--- config.mk ---
export PLATFORM = sky130hd
export DESIGN_NAME = frame_seq_ctrl
export DESIGN_NICKNAME = d
export VERILOG_FILES = /design/src/rtl/frame_seq_ctrl_pkg.sv /design/src/rtl/frame_seq_ctrl_pos.sv /design/src/rtl/frame_seq_ctrl.sv
export SDC_FILE = /design/constraint.sdc
export NUM_CORES = 1
export LEC_CHECK = 0
export CORE_UTILIZATION = 45
export DETAILED_ROUTE_END_ITERATION = 10
export PLACE_DENSITY = 0.68
export RECOVER_POWER = 100
export SKIP_CTS_REPAIR_TIMING = 1
export SYNTH_ARGS = -nofsm -noshare
export SYNTH_HDL_FRONTEND = slang
export SYNTH_SLANG_ARGS = --single-unit
--- constraint.sdc ---
create_clock -name clk -period 2.9 [get_ports clk]
set_input_delay 0.435 -clock clk [delete_from_list [all_inputs] [get_ports clk]]
set_output_delay 0.435 -clock clk [all_outputs]
set_load 0.05 [all_outputs]
--- src/rtl/frame_seq_ctrl_pkg.sv ---
// Shared types and constants for the capture sequencer, gray generator and edge datapath.
// Latency: none (declarations only).
// Backpressure: none; the source cannot be stalled.
package frame_seq_ctrl_pkg;

  // Active-video defaults for the 640x480 capture path.
  localparam int H_DISP_DEF = 640;
  localparam int V_DISP_DEF = 480;

  // Pixel coordinate width and frame counter width.
  localparam int POS_W = 10;
  localparam int CNT_W = 8;

  // Capture run sequencer states.
  typedef enum logic [1:0] {
    ST_IDLE    = 2'd0,
    ST_WAIT_VS = 2'd1,
    ST_ACTIVE  = 2'd2,
    ST_FINISH  = 2'd3
  } fsm_state_t;

endpackage

--- src/rtl/frame_seq_ctrl_pos.sv ---
// pix_pos_cnt: raster x/y position counter with registered border, sof and eof decode.
// Latency: 1 cycle from adv to proc_en and the coordinate/flag outputs.
// Backpressure: none; every adv pulse is a pixel that must be consumed.
module pix_pos_cnt
  import frame_seq_ctrl_pkg::*;
#(
  parameter int H_DISP = H_DISP_DEF,
  parameter int V_DISP = V_DISP_DEF
) (
  input  logic             clk,
  input  logic             rst_n,
  input  logic             clr,
  input  logic             adv,
  output logic             last,
  output logic             proc_en,
  output logic [POS_W-1:0] pix_x,
  output logic [POS_W-1:0] pix_y,
  output logic             border,
  output logic             sof,
  output logic             eof
);

  localparam logic [POS_W-1:0] X_LAST = POS_W'(H_DISP - 1);
  localparam logic [POS_W-1:0] Y_LAST = POS_W'(V_DISP - 1);

  logic [POS_W-1:0] cnt_x;
  logic [POS_W-1:0] cnt_y;
  logic             x_last;
  logic             y_last;
  logic             x_first;
  logic             y_first;

  assign x_last  = (cnt_x == X_LAST);
  assign y_last  = (cnt_y == Y_LAST);
  assign x_first = (cnt_x == '0);
  assign y_first = (cnt_y == '0);
  assign last    = x_last && y_last;

  // Position of the next pixel: wraps per line, and back to (0,0) after the last pixel.
  always_ff @(posedge clk or negedge rst_n) begin
    if (!rst_n) begin
      cnt_x <= '0;
      cnt_y <= '0;
    end else if (clr) begin
      cnt_x <= '0;
      cnt_y <= '0;
    end else if (adv) begin
      if (last) begin
        cnt_x <= '0;
        cnt_y <= '0;
      end else if (x_last) begin
        cnt_x <= '0;
        cnt_y <= cnt_y + 1'b1;
      end else begin
        cnt_x <= cnt_x + 1'b1;
      end
    end
  end

  // Registered pixel qualifier, coordinates and kernel-mask / frame-boundary flags.
  always_ff @(posedge clk or negedge rst_n) begin
    if (!rst_n) begin
      proc_en <= 1'b0;
      pix_x   <= '0;
      pix_y   <= '0;
      border  <= 1'b0;
      sof     <= 1'b0;
      eof     <= 1'b0;
    end else begin
      proc_en <= adv;
      border  <= adv && (x_first || x_last || y_first || y_last);
      sof     <= adv && x_first && y_first;
      eof     <= adv && last;
      if (adv) begin
        pix_x <= cnt_x;
        pix_y <= cnt_y;
      end
    end
  end

endmodule

--- src/rtl/frame_seq_ctrl.sv ---
// frame_seq_ctrl: arms on start, captures whole frames aligned to the vsync fall, stops on count or stop.
// Latency: pixel outputs exactly 1 cycle after in_de; done 1 cycle after the final eof.
// Backpressure: none; source is free-running, pixels outside a captured frame are dropped.
module frame_seq_ctrl
  import frame_seq_ctrl_pkg::*;
#(
  parameter int H_DISP = H_DISP_DEF,
  parameter int V_DISP = V_DISP_DEF
) (
  input  logic             clk,
  input  logic             rst_n,
  input  logic             start,
  input  logic             stop,
  input  logic [CNT_W-1:0] frame_num,
  input  logic             in_vsync,
  input  logic             in_de,
  output logic             proc_en,
  output logic [POS_W-1:0] pix_x,
  output logic [POS_W-1:0] pix_y,
  output logic             border,
  output logic             sof,
  output logic             eof,
  output logic             busy,
  output logic             done,
  output logic [CNT_W-1:0] frame_cnt,
  output logic             err
);

  fsm_state_t       state;
  logic             vs_q;
  logic             vs_fall;
  logic             in_frame;
  logic             stop_pend;
  logic [CNT_W-1:0] num_q;
  logic [CNT_W-1:0] cnt_inc;
  logic [CNT_W-1:0] cnt_next;
  logic             run_end;
  logic             pos_adv;
  logic             pos_clr;
  logic             pos_last;

  // Source shares our clock, so one delayed copy is enough to find the sync edge.
  assign vs_fall  = vs_q && !in_vsync;
  // in_frame is cleared at eof: pixels until the next sync fall are overlong, not captured.
  assign pos_adv  = (state == ST_ACTIVE) && in_frame && in_de && !vs_fall;
  assign pos_clr  = vs_fall && ((state == ST_WAIT_VS) || (state == ST_ACTIVE));
  assign cnt_inc  = frame_cnt + 1'b1;
  assign cnt_next = (frame_cnt == '1) ? frame_cnt : cnt_inc;
  // A coincident stop pulse counts as pending so it ends the run at this eof.
  assign run_end  = ((num_q != '0) && (cnt_inc == num_q)) || stop_pend || stop;

  pix_pos_cnt #(
    .H_DISP (H_DISP),
    .V_DISP (V_DISP)
  ) u_pos (
    .clk     (clk),
    .rst_n   (rst_n),
    .clr     (pos_clr),
    .adv     (pos_adv),
    .last    (pos_last),
    .proc_en (proc_en),
    .pix_x   (pix_x),
    .pix_y   (pix_y),
    .border  (border),
    .sof     (sof),
    .eof     (eof)
  );

  // Previous in_vsync level; idles high so a reset never fakes a falling edge.
  always_ff @(posedge clk or negedge rst_n) begin
    if (!rst_n) begin
      vs_q <= 1'b1;
    end else begin
      vs_q <= in_vsync;
    end
  end

  // Run sequencer with registered busy/done/frame_cnt/err.
  always_ff @(posedge clk or negedge rst_n) begin
    if (!rst_n) begin
      state     <= ST_IDLE;
      busy      <= 1'b0;
      done      <= 1'b0;
      frame_cnt <= '0;
      err       <= 1'b0;
      stop_pend <= 1'b0;
      in_frame  <= 1'b0;
      num_q     <= '0;
    end else begin
      done <= 1'b0;
      case (state)
        ST_IDLE: begin
          if (start) begin
            state     <= ST_WAIT_VS;
            busy      <= 1'b1;
            frame_cnt <= '0;
            err       <= 1'b0;
            stop_pend <= 1'b0;
            in_frame  <= 1'b0;
            num_q     <= frame_num;
          end
        end
        ST_WAIT_VS: begin
          if (stop) begin
            state <= ST_FINISH;
          end else if (vs_fall) begin
            state    <= ST_ACTIVE;
            in_frame <= 1'b1;
          end
        end
        ST_ACTIVE: begin
          if (stop) begin
            stop_pend <= 1'b1;
          end
          if (vs_fall) begin
            // Sync before eof means the frame was short; drop it and restart counting.
            if (in_frame) begin
              err <= 1'b1;
            end
            in_frame <= 1'b1;
          end else if (in_de) begin
            if (!in_frame) begin
              err <= 1'b1;
            end else if (pos_last) begin
              frame_cnt <= cnt_next;
              in_frame  <= 1'b0;
              if (run_end) begin
                state <= ST_FINISH;
              end
            end
          end
        end
        ST_FINISH: begin
          done  <= 1'b1;
          busy  <= 1'b0;
          state <= ST_IDLE;
        end
        default: begin
          state <= ST_IDLE;
        end
      endcase
    end
  end

endmodule

==> metrics.txt, run 1 <==
hold_sp=u_pos.pix_y[2]; Hold Crit Endpoint=u_pos.pix_y[2]; final hold slack=between 400 and 500 ps; CP Capture Type=flop; GRT overflow=0; antenna violations before repair=0; CP peak stage delay=roughly 500 ps; Critical-path top delay cell=dfrtp_1; FMAX=0.387 GHz; most frequent cells in the layout=80 x nand2_1, 67 x dfrtp_1, 36 x dlygate4sd3_1; DRT Wirelength=7660 um; clock skew=between 5 and 6 ps; Post-synth EDFFs=0; Synth area leader=dfrtp_1; IO Pins=between 40 and 50; Hold Crit Depth=2; DRT antenna net count=0; buffers added on ports=48; Finished Layout Cells=520; crit path DAT=about 2800 ps; die area=about 8000 um2; Final min period=between 2000 and 3000 ps; GPL Wtd Cong=between 0.8 and 0.9; DR pass1 iterations=5; Slew headroom=-13.4%; placed cell area=just over 4000 um2; critical path required time=3140 ps; failing checks=max-capacitance violations, max-slew violations; vias in the first global route=2775; worst-path cell chain=ha_1 > nand3_1 > nor2_1 > xnor2_1 > a41oi_1 > nor4_1 > mux2_1; n_diodes=0; layout cells sized above 1=9.50%; PnR Total Power=~3.2 mW; synthesis-to-layout area growth=21.5%; Mean Syn Cell Area=9.60 um2; Pleak=between 1.5 and 2 nW; RSZ-0062 raised after global routing=no; Clock Tree Root=clkbuf_8; CTS tree=yes; final net count=approximately 440; Slew @ Worst Pin=~1700 ps; VDD IR max=0.433 mV; Syn Inst Count=approximately 370; DRT iter0 DRCs=~140; cts bufs inserted=9; HP Class=flop to flop; crit start category=flop; Crit Path Class=flop to flop; CP delay by family, top=simple AND/OR/NAND/NOR gates; worst r2r src=frame_cnt[0]; asr flop ratio synth=100%; core area=approximately 7400 um2; WL per Instance=14.7 um; Residual DRC=0; Initial Util=between 40% and 50%; Placed Cells=about 500; first-pass GRT wire length=approximately 13000 um; GR Util All Layers=20.6%; top cell type's share of synthesized area=47.9%; RR Endpoint=state[1]; TritonCTS Sinks=slightly below 70; # setup viols final=0; total negative slack=0 ps; sequential share of the synthesized area=between 40 and 50%; top post-synthesis cells by area=dfrtp_1 48%, nand2_1 8.6%, o21ai_0 4.9%; Main synth FF type=dfrtp_1; worst skew pair latency=350 ps; DPL Wire Length=~5300 um; Max Cap Violations=1; clk slew on worst S/H paths=approximately 80 ps; Final Hold Fails=0; largest net degree at the start of global routing=38; # rows=31; unique cell type count in the Yosys netlist=between 60 and 70; Reg2Reg Depth=7; Mapped Nets=~390; H-tree Lvls=3; chip width=roughly 90 um; Max clock buf depth=2; post-synthesis register bit count=between 60 and 70; R2R setup slack=~310 ps; total power divided by cell area=approximately 760 nW/um2; status=complete, but fails checks; vias per cell=5.46; vias=around 2800; Synth Warn #=0; mapped cell area=around 3500 um2; die height=90.2 um; crit path buf inv count=0; Final period util=between 80% and 90%; Max Fanout on Critical Path=7; Slew Limit Fails=33; commonest non-fill, non-tap cell in the layout=nand2_1; post-route cell area=4260 um2
-- state kept, by name, indices dropped and copies added, names as in the netlist --
name           flops
frame_cnt          8
u_pos.cnt_y       10
u_pos.cnt_x       10
state              2
vs_q               1
u_pos.pix_x       10
busy               1
in_frame           1
u_pos.proc_en      1
err                1
num_q              8
u_pos.eof          1
u_pos.border       1
stop_pend          1
u_pos.pix_y       10
done               1
u_pos.sof          1
-- cell type report --
type                       count  area, um2
tap                           99        124
timing repair buffer          55        513
fill                         673       3110
clock buffer                   9        124
multi-input combinational    273       1690
clock inverter                 7       67.6
sequential                    68       1700
inverter                       9       33.8
-- routing by layer --
metal  share of wire (%)  wire, um  vias to the layer above  GRT usage (%)
li1                    -         -                     1372              -
met3                 4.2       321                       19           3.64
met5                   0         0                        -              0
met1                  46      3510                     1359           27.4
met4                 2.2       166                        0           9.14
met2                  48      3660                       88           32.9
-- power breakdown --
group,total [mW],internal [mW],switching (mW)
registers,1.30,1.13,0.176
logic,1.14,0.450,0.689
clock network,0.773,0.392,0.381
total,3.22,1.97,1.25
-- cells in the mapped netlist, drive strengths merged, types with 3 or more instances --
cell and instances:
mux2 10, a21oi 6, ha 9, and2 4
o21ai 36, nor4b 3, nor2b 3, buf 6
nor2 23, nor4 6, inv 9, nand4 12
xnor2 7, nand2 81, nand2b 3, dfrtp 67
nand3 13, clkbuf 9, a31oi 4, and4 3
nor3 5, mux2i 3, xor2 13
-- tightest hold or removal path, delay by kind of cell, from the launching register on --
| family | cells | cell delay, ps |
|---|---|---|
| flip-flops | 1 | 340 |
| AND/OR/NAND/NOR | 2 | 110 |
-- metrics by stage --
step                utilization (%)  worst slack (ps)
finish                         57.7               313
global route                   57.7               168
CTS                            58.2               368
detailed placement             55.6               214
global placement               55.6               262
floorplan                         -               414
-- logic make-up after synthesis --
| logic type | share of synthesized area [%] |
|---|---|
| and+or+nand+nor | 24.7 |
| adders and majority gates | 3.21 |
| buffers and inverters | 2.96 |
| xor gates and xnor gates | 5.00 |
| muxes | 4.07 |
| DFF | 48.6 |
| AOI/OAI and AO/OA | 11.4 |
-- how the worst max path moves through the flow --
stage	from	end	cells past startpoint
global route	frame_cnt[0]	state[1]	7
finish	frame_cnt[0]	state[1]	7
floorplan	frame_cnt[0]	state[1]	7
detailed placement	in_vsync	u_pos.cnt_y[8]	8
global placement	in_vsync	u_pos.cnt_y[8]	8
CTS	frame_cnt[0]	state[1]	7
No activity file was read; power rests on OpenSTA's default activity.
==> run 2, diff against run 1 <==
- SLEW_MARGIN: default -> 5
- SYNTH_HIERARCHICAL: default -> 1
==> run 2 against run 1 <==
  * The run still ends with max-capacitance violations, max-slew violations left
  * Combinational power up 18%
  * Core utilization down 0.36 points
  * Sequential power up 3%
  * Worst hold slack better by 7.1 ps
  * Register-to-register slack better by 50 ps
  * Setup slack better by 52 ps
  * Die area up 2.3%
  * Global-route usage up 0.062 points
  * Clock power up 46%
  * Wire length up 3.0%
  * Non-clock buffer count down 1
==> metrics.txt, run 2 <==
Max Cap Violations=1 (unchanged); Synth Warn #=6 (+6); worst r2r src=u_pos/cnt_y[1]; Placed Cells=476 (-5.6%); H-tree Lvls=3 (unchanged); Synth area leader=dfrtp_1; crit start category=flop; R2R setup slack=370 ps (+50 ps); DR pass1 iterations=4 (-1); Pleak=1.99 nW (-0.61%); Slew Limit Fails=32 (-3.0%); first-pass GRT wire length=13600 um (+2.1%); vias=2839 (+0.035%); FMAX=0.395 GHz (+2.1%); clock skew=9.71 ps (+4.03 ps); Max clock buf depth=2 (unchanged); vias per cell=5.77 (+5.7%); Crit Path Class=flop to flop; Main synth FF type=dfrtp_1; synthesis-to-layout area growth=23.7%; failing checks=max-capacitance violations, max-slew violations; worst-path cell chain=ha_1 > and4_1 > nand4_1 > nor2_1 > a41o_1 > o211ai_1 > o41ai_1 > mux2i_1; Final min period=2530 ps (-52.0 ps); layout cells sized above 1=14.6% (+5.1 points); Reg2Reg Depth=8 (+1); DRT iter0 DRCs=157 (+16%); RR Endpoint=state[1]; chip width=91.3 um (+1.1%); final net count=408 (-7.1%); core area=7730 um2 (+4.9%); Final period util=87.4% (-1.8 points); Max Fanout on Critical Path=7 (unchanged); total power divided by cell area=862 nW/um2 (+14%); Mean Syn Cell Area=10.6 um2 (+10%); top post-synthesis cells by area=dfrtp_1 47%, mux2_2 8.8%, ha_1 3.1%; RSZ-0062 raised after global routing=no; CP Capture Type=flop; DPL Wire Length=5390 um (+0.87%); most frequent cells after synthesis=67 x dfrtp_1, 28 x mux2_2, 23 x nand2_1; Residual DRC=0 (unchanged); mapped cell area=3580 um2 (+2.3%); Slew headroom=-8.68% (+4.7 points); largest net degree at the start of global routing=39 (+2.6%); n_diodes=0 (unchanged); sequential share of the synthesized area=47.5% (-1.1 points); # setup viols final=0 (unchanged); Post-synth EDFFs=0 (unchanged); critical path required time=3180 ps (+40 ps); Final Hold Fails=0 (unchanged); DRT Wirelength=7890 um (+3.0%); total negative slack=0 ps (unchanged); GPL Wtd Cong=0.876 (+3.0%); GR Util All Layers=20.7% (+0.062 points); top cell type's share of synthesized area=46.8% (-1.1 points); buffers added on ports=48 (unchanged); vias in the first global route=2813 (+1.4%); Syn Inst Count=339 (-7.1%); die height=91.3 um (+1.1%); worst skew pair latency=350 ps (about the same); antenna violations before repair=0 (unchanged); TritonCTS Sinks=68 (unchanged); WL per Instance=16.0 um (+8.8%); Clock Tree Root=clkbuf_8; most frequent cell after synthesis=dfrtp_1; crit path DAT=2810 ps (about the same); DRT antenna net count=0 (unchanged); commonest non-fill, non-tap cell in the layout=dfrtp_1; # rows=32 (+3.2%); CTS tree=yes; HP Class=input pin to async pin; GRT overflow=0 (unchanged); CP peak stage delay=480 ps (about the same); most frequent cells in the layout=67 x dfrtp_1, 36 x dlygate4sd3_1, 28 x mux2_2; Finished Layout Cells=492 (-5.4%); post-synthesis register bit count=68 (unchanged); die area=8330 um2 (+2.3%); IO Pins=49 (unchanged); VDD IR max=0.322 mV (-26%); Slew @ Worst Pin=1630 ps (-70.3 ps); clk slew on worst S/H paths=80 ps (about the same); Critical-path top delay cell=dfrtp_1; Mapped Nets=362 (-6.7%); asr flop ratio synth=100% (unchanged); Initial Util=46.4% (-1.1 points); cts bufs inserted=9 (unchanged); unique cell type count in the Yosys netlist=56 (-8.2%); status=complete, but fails checks
==> run 2: changes by cell type in the layout (fill, tap and decap cells not counted), moves of 5 or more <==
| cell | before | now |
|---|---|---|
| nor3_1 | 5 | 13 |
| mux2_2 | 9 | 28 |
| o21ai_0 | 34 | 12 |
| a21oi_1 | 6 | 15 |
| xor2_1 | 13 | 7 |
| a211oi_1 | 0 | 5 |
| nand2_1 | 80 | 23 |
| nor2_1 | 23 | 14 |
| inv_1 | 9 | 17 |
==> run 2: area by class of cell <==
| class | count | area, um2 |
|---|---|---|
| inverters | 17 | 63.8 |
| well taps | 102 | 128 |
| fillers | 662 | 3290 |
| clock inverters | 6 | 159 |
| multi-input cells | 235 | 1720 |
| repair buffers | 54 | 529 |
| flip-flops and latches | 68 | 1700 |
| clock buffers | 10 | 128 |
==> run 2: critical path: cells and delay by family, from the launching register on <==
| family | cells | cell delay [ps] |
|---|---|---|
| and+or+nand+nor | 3 | 690 |
| adders and majority gates | 1 | 240 |
| AOI/OAI and AO/OA | 3 | 830 |
| muxes | 1 | 240 |
| DFF | 1 | 480 |
==> run 2: kinds of logic (layout without fill, tap and decap cells) <==
family	Yosys count	count (layout)	share of synthesized area [%]
simple gates	109	109	16.8
flops	68	68	47.5
compound gates	66	66	13.2
buf+inv	36	87	4.33
mux	35	35	10.8
xor+xnor	16	16	4.29
fa+ha+maj	9	9	3.14
==> run 2: power breakdown <==
| part | switching, mW | internal, mW | total (mW) |
|---|---|---|---|
| logic | 0.813 | 0.539 | 1.35 |
| clock network | 0.381 | 0.749 | 1.13 |
| registers | 0.217 | 1.12 | 1.34 |
==> run 2: per-layer routing <==
layer / vias to the layer above / share of wire, % / GRT usage (%)
li1: 1346 / - / -
met1: 1408 / 45 / 27.0
met5: - / 0 / 0
met3: 15 / 4.0 / 3.60
met2: 70 / 49 / 33.5
met4: 0 / 2.1 / 9.52
==> run 2: worst max-delay path by stage <==
stage,from,to
2_1_floorplan,state[0],u_pos/pix_x[0]
3_3_place_gp,in_vsync,u_pos/cnt_y[9]
3_5_place_dp,in_vsync,u_pos/cnt_x[4]
4_1_cts,state[0],u_pos/cnt_x[4]
5_1_grt,u_pos/cnt_y[1],state[1]
6_report,u_pos/cnt_y[1],state[1]
==> run 2: through the flow <==
| step | cell area [um2] | power, mW | hold slack, ps | worst slack (ps) | util, % |
|---|---|---|---|---|---|
| after detailed placement | 4170 | 2.75 | 494 | 414 | 54.0 |
| after global placement | 4170 | 2.71 | 491 | 475 | 54.0 |
| after floorplan | 3580 | 2.34 | 139 | 654 | - |
| after global routing | 4430 | 4.04 | 528 | 164 | 57.4 |
| final | 4430 | 3.82 | 477 | 365 | 57.4 |
| after CTS | 4460 | 3.89 | 145 | 445 | 57.7 |
==> run 3, diff against run 2 <==
- REMOVE_ABC_BUFFERS: default -> 1
- clock period: 2.9 -> 2.6 ns (I/O delays scaled with it)
==> run 3 against run 2 <==
  * The run still ends with max-capacitance violations, max-slew violations left
  * Worst hold slack worse by 37 ps
  * Wire length decreased by 3.6%
  * Non-clock buffer count is 3 higher
  * Sequential power rose by 11%
  * Global-route usage down 1.2 points
  * Fmax is 4.0% higher
  * Register-to-register slack got worse by 200 ps
  * Critical path type unchanged
  * Critical endpoint unchanged
  * Highest routed layer unchanged
==> metrics.txt, run 3 (synthesis results as in run 2) <==
FMAX=0.410 GHz (+4.0%); clock share of power=23.2% (-6.3 points); WL per Instance=15.4 um (-3.8%); vias=2803 (-1.3%); CP Capture Type=flop; # rows=32 (unchanged); HP Class=input pin to async pin; die height=91.3 um (unchanged); Crit Path Class=flop to flop; Clock Tree Root=clkbuf_8; pre-CTS WS=178 ps (-236 ps); n_diodes=0 (unchanged); Max Fanout on Critical Path=7 (unchanged); TritonCTS Sinks=68 (unchanged); Final Hold Fails=0 (unchanged); layout cells sized above 1=16.4% (+1.8 points); GR Util All Layers=19.5% (-1.2 points); Critical-path top delay cell=dfrtp_2; Slew Limit Fails=28 (-13%); total negative slack=0 ps (unchanged); Reg2Reg Depth=8 (unchanged); Initial Util=46.4% (unchanged); Most Used Layer, Global Route=met2; total power divided by cell area=890 nW/um2 (+3.2%); vias in the first global route=2573 (-8.5%); DR pass1 iterations=6 (+2); vias per cell=5.69 (-1.5%); PnR Total Power=3.92 mW (+2.6%); GPL Wtd Cong=0.851 (-2.8%); worst-path cell chain=ha_1 > and4_1 > nand4_1 > nor2_2 > a41o_1 > o211ai_1 > o41ai_2 > mux2i_1; GRT overflow=0 (unchanged); Slew @ Worst Pin=1580 ps (-48.9 ps); CP peak stage delay=420 ps (-60 ps); net switching power=1.51 mW (+6.9%); Max Cap Violations=1 (unchanged); IO Pins=49 (unchanged); final hold slack=440 ps (-37.1 ps); crit start category=flop; critical path required time=2860 ps (-320 ps); cts bufs inserted=9 (unchanged); Pleak=1.97 nW (-0.96%); Residual DRC=0 (unchanged); clock skew=9.00 ps (-0.703 ps); # setup viols final=0 (unchanged); Final WS setup=164 ps (-202 ps); CTS tree=yes; buffers added on ports=48 (unchanged); Max clock buf depth=2 (unchanged); Worst Setup SP=u_pos/cnt_y[1]; most frequent cells in the layout=64 x dfrtp_1, 36 x dlygate4sd3_1, 28 x mux2_2; worst skew pair latency=340 ps (about the same); Final period util=93.7% (+6.3 points); synthesis-to-layout area growth=22.9%; die area=8330 um2 (unchanged); Sw Ratio=38.4% (+1.5 points); failing checks=max-capacitance violations, max-slew violations; H-tree Lvls=3 (unchanged); status=complete, but fails checks; DPL Wire Length=5330 um (-0.99%); RSZ-0062 raised after global routing=no; chip width=91.3 um (unchanged); antenna violations before repair=0 (unchanged); clk slew on worst S/H paths=70 ps (about the same); final net count=411 (+0.74%); met2 Use GR=29.9% (-3.5 points); met1 GRT Util=26.7% (-0.34 points); Slew headroom=-5.42% (+3.3 points); commonest non-fill, non-tap cell in the layout=dfrtp_1; VDD IR max=0.383 mV (+19%); Final min period=2440 ps (-98.3 ps); combinational group share of total power=38.7% (+3.3 points); core area=7730 um2 (unchanged); Seq pwr share=38.1% (+3.0 points); crit path DAT=2700 ps (-110 ps); P_int=2.41 mW (about the same); first-pass GRT wire length=12800 um (-6.3%); largest net degree at the start of global routing=42 (+7.7%); DRT Wirelength=7610 um (-3.6%); DRT iter0 DRCs=114 (-27%); DRT antenna net count=0 (unchanged); worst r2r src=u_pos/cnt_y[1]; met3 usage=3.60% (unchanged)
[run 3: cell types whose count changed in the layout (fill, tap and decap cells not counted), moves of 2 or more]
| cell | delta |
|---|---|
| bufinv_16 | -4 |
| clkbuf_8 | +4 |
| dfrtp_1 | -3 |
| dfrtp_2 | +3 |
| buf_4 | +2 |
[run 3: area by class of cell]
| type | count | area [um2] |
|---|---|---|
| flip-flops and latches | 68 | 1710 |
| well taps | 102 | 128 |
| clock buffers | 13 | 179 |
| fillers | 678 | 3320 |
| clock inverters | 1 | 30.0 |
| multi-input cells | 235 | 1740 |
| repair buffers | 57 | 563 |
| inverters | 17 | 63.8 |
[run 3: per-stage QoR]
| stage | cells | util [%] | cell area (um2) |
|---|---|---|---|
| finish | 493 | 57.0 | 4410 |
| global route | 493 | 57.0 | 4410 |
| CTS | 493 | 57.0 | 4400 |
| detailed placement | 479 | 54.3 | 4190 |
| global placement | 479 | 54.3 | 4190 |
| floorplan | 320 | - | 3490 |
[run 3: routing by layer]
layer,share of wire (%),up-vias
met4,1.7,0
met3,4.0,13
met1,47,1370
li1,-,1351
met2,47,69
met5,0,-
[run 3: worst paths after layout]
| path | endpoint | slack, ps |
|---|---|---|
| max in group asynchronous | u_pos/cnt_y[1] | 1120 |
| hold reg to reg | u_pos/pix_y[9] | 500 |
| hold / removal | u_pos/pix_y[5] | 440 |
| setup reg to reg | state[1] | 160 |
| min in group clk | u_pos/pix_y[9] | 500 |
| setup / recovery | state[1] | 160 |
[run 3: worst max-delay path, delay by kind of cell (launching register included)]
kind                     cells  cell delay [ps]
AO/OA/AOI/OAI                3              870
AND/OR/NAND/NOR              3              640
flip-flops                   1              420
multiplexers                 1              230
adder cells (fa/ha/maj)      1              210
[run 3: power by group through the flow]
stage	Combinational, mW	Sequential, mW	Clock (mW)
2_1_floorplan	0.845	1.73	0
3_3_place_gp	1.52	1.51	0
3_5_place_dp	1.54	1.52	0
4_1_cts	1.55	1.50	0.932
5_1_grt	1.65	1.53	0.986
6_report	1.52	1.49	0.908
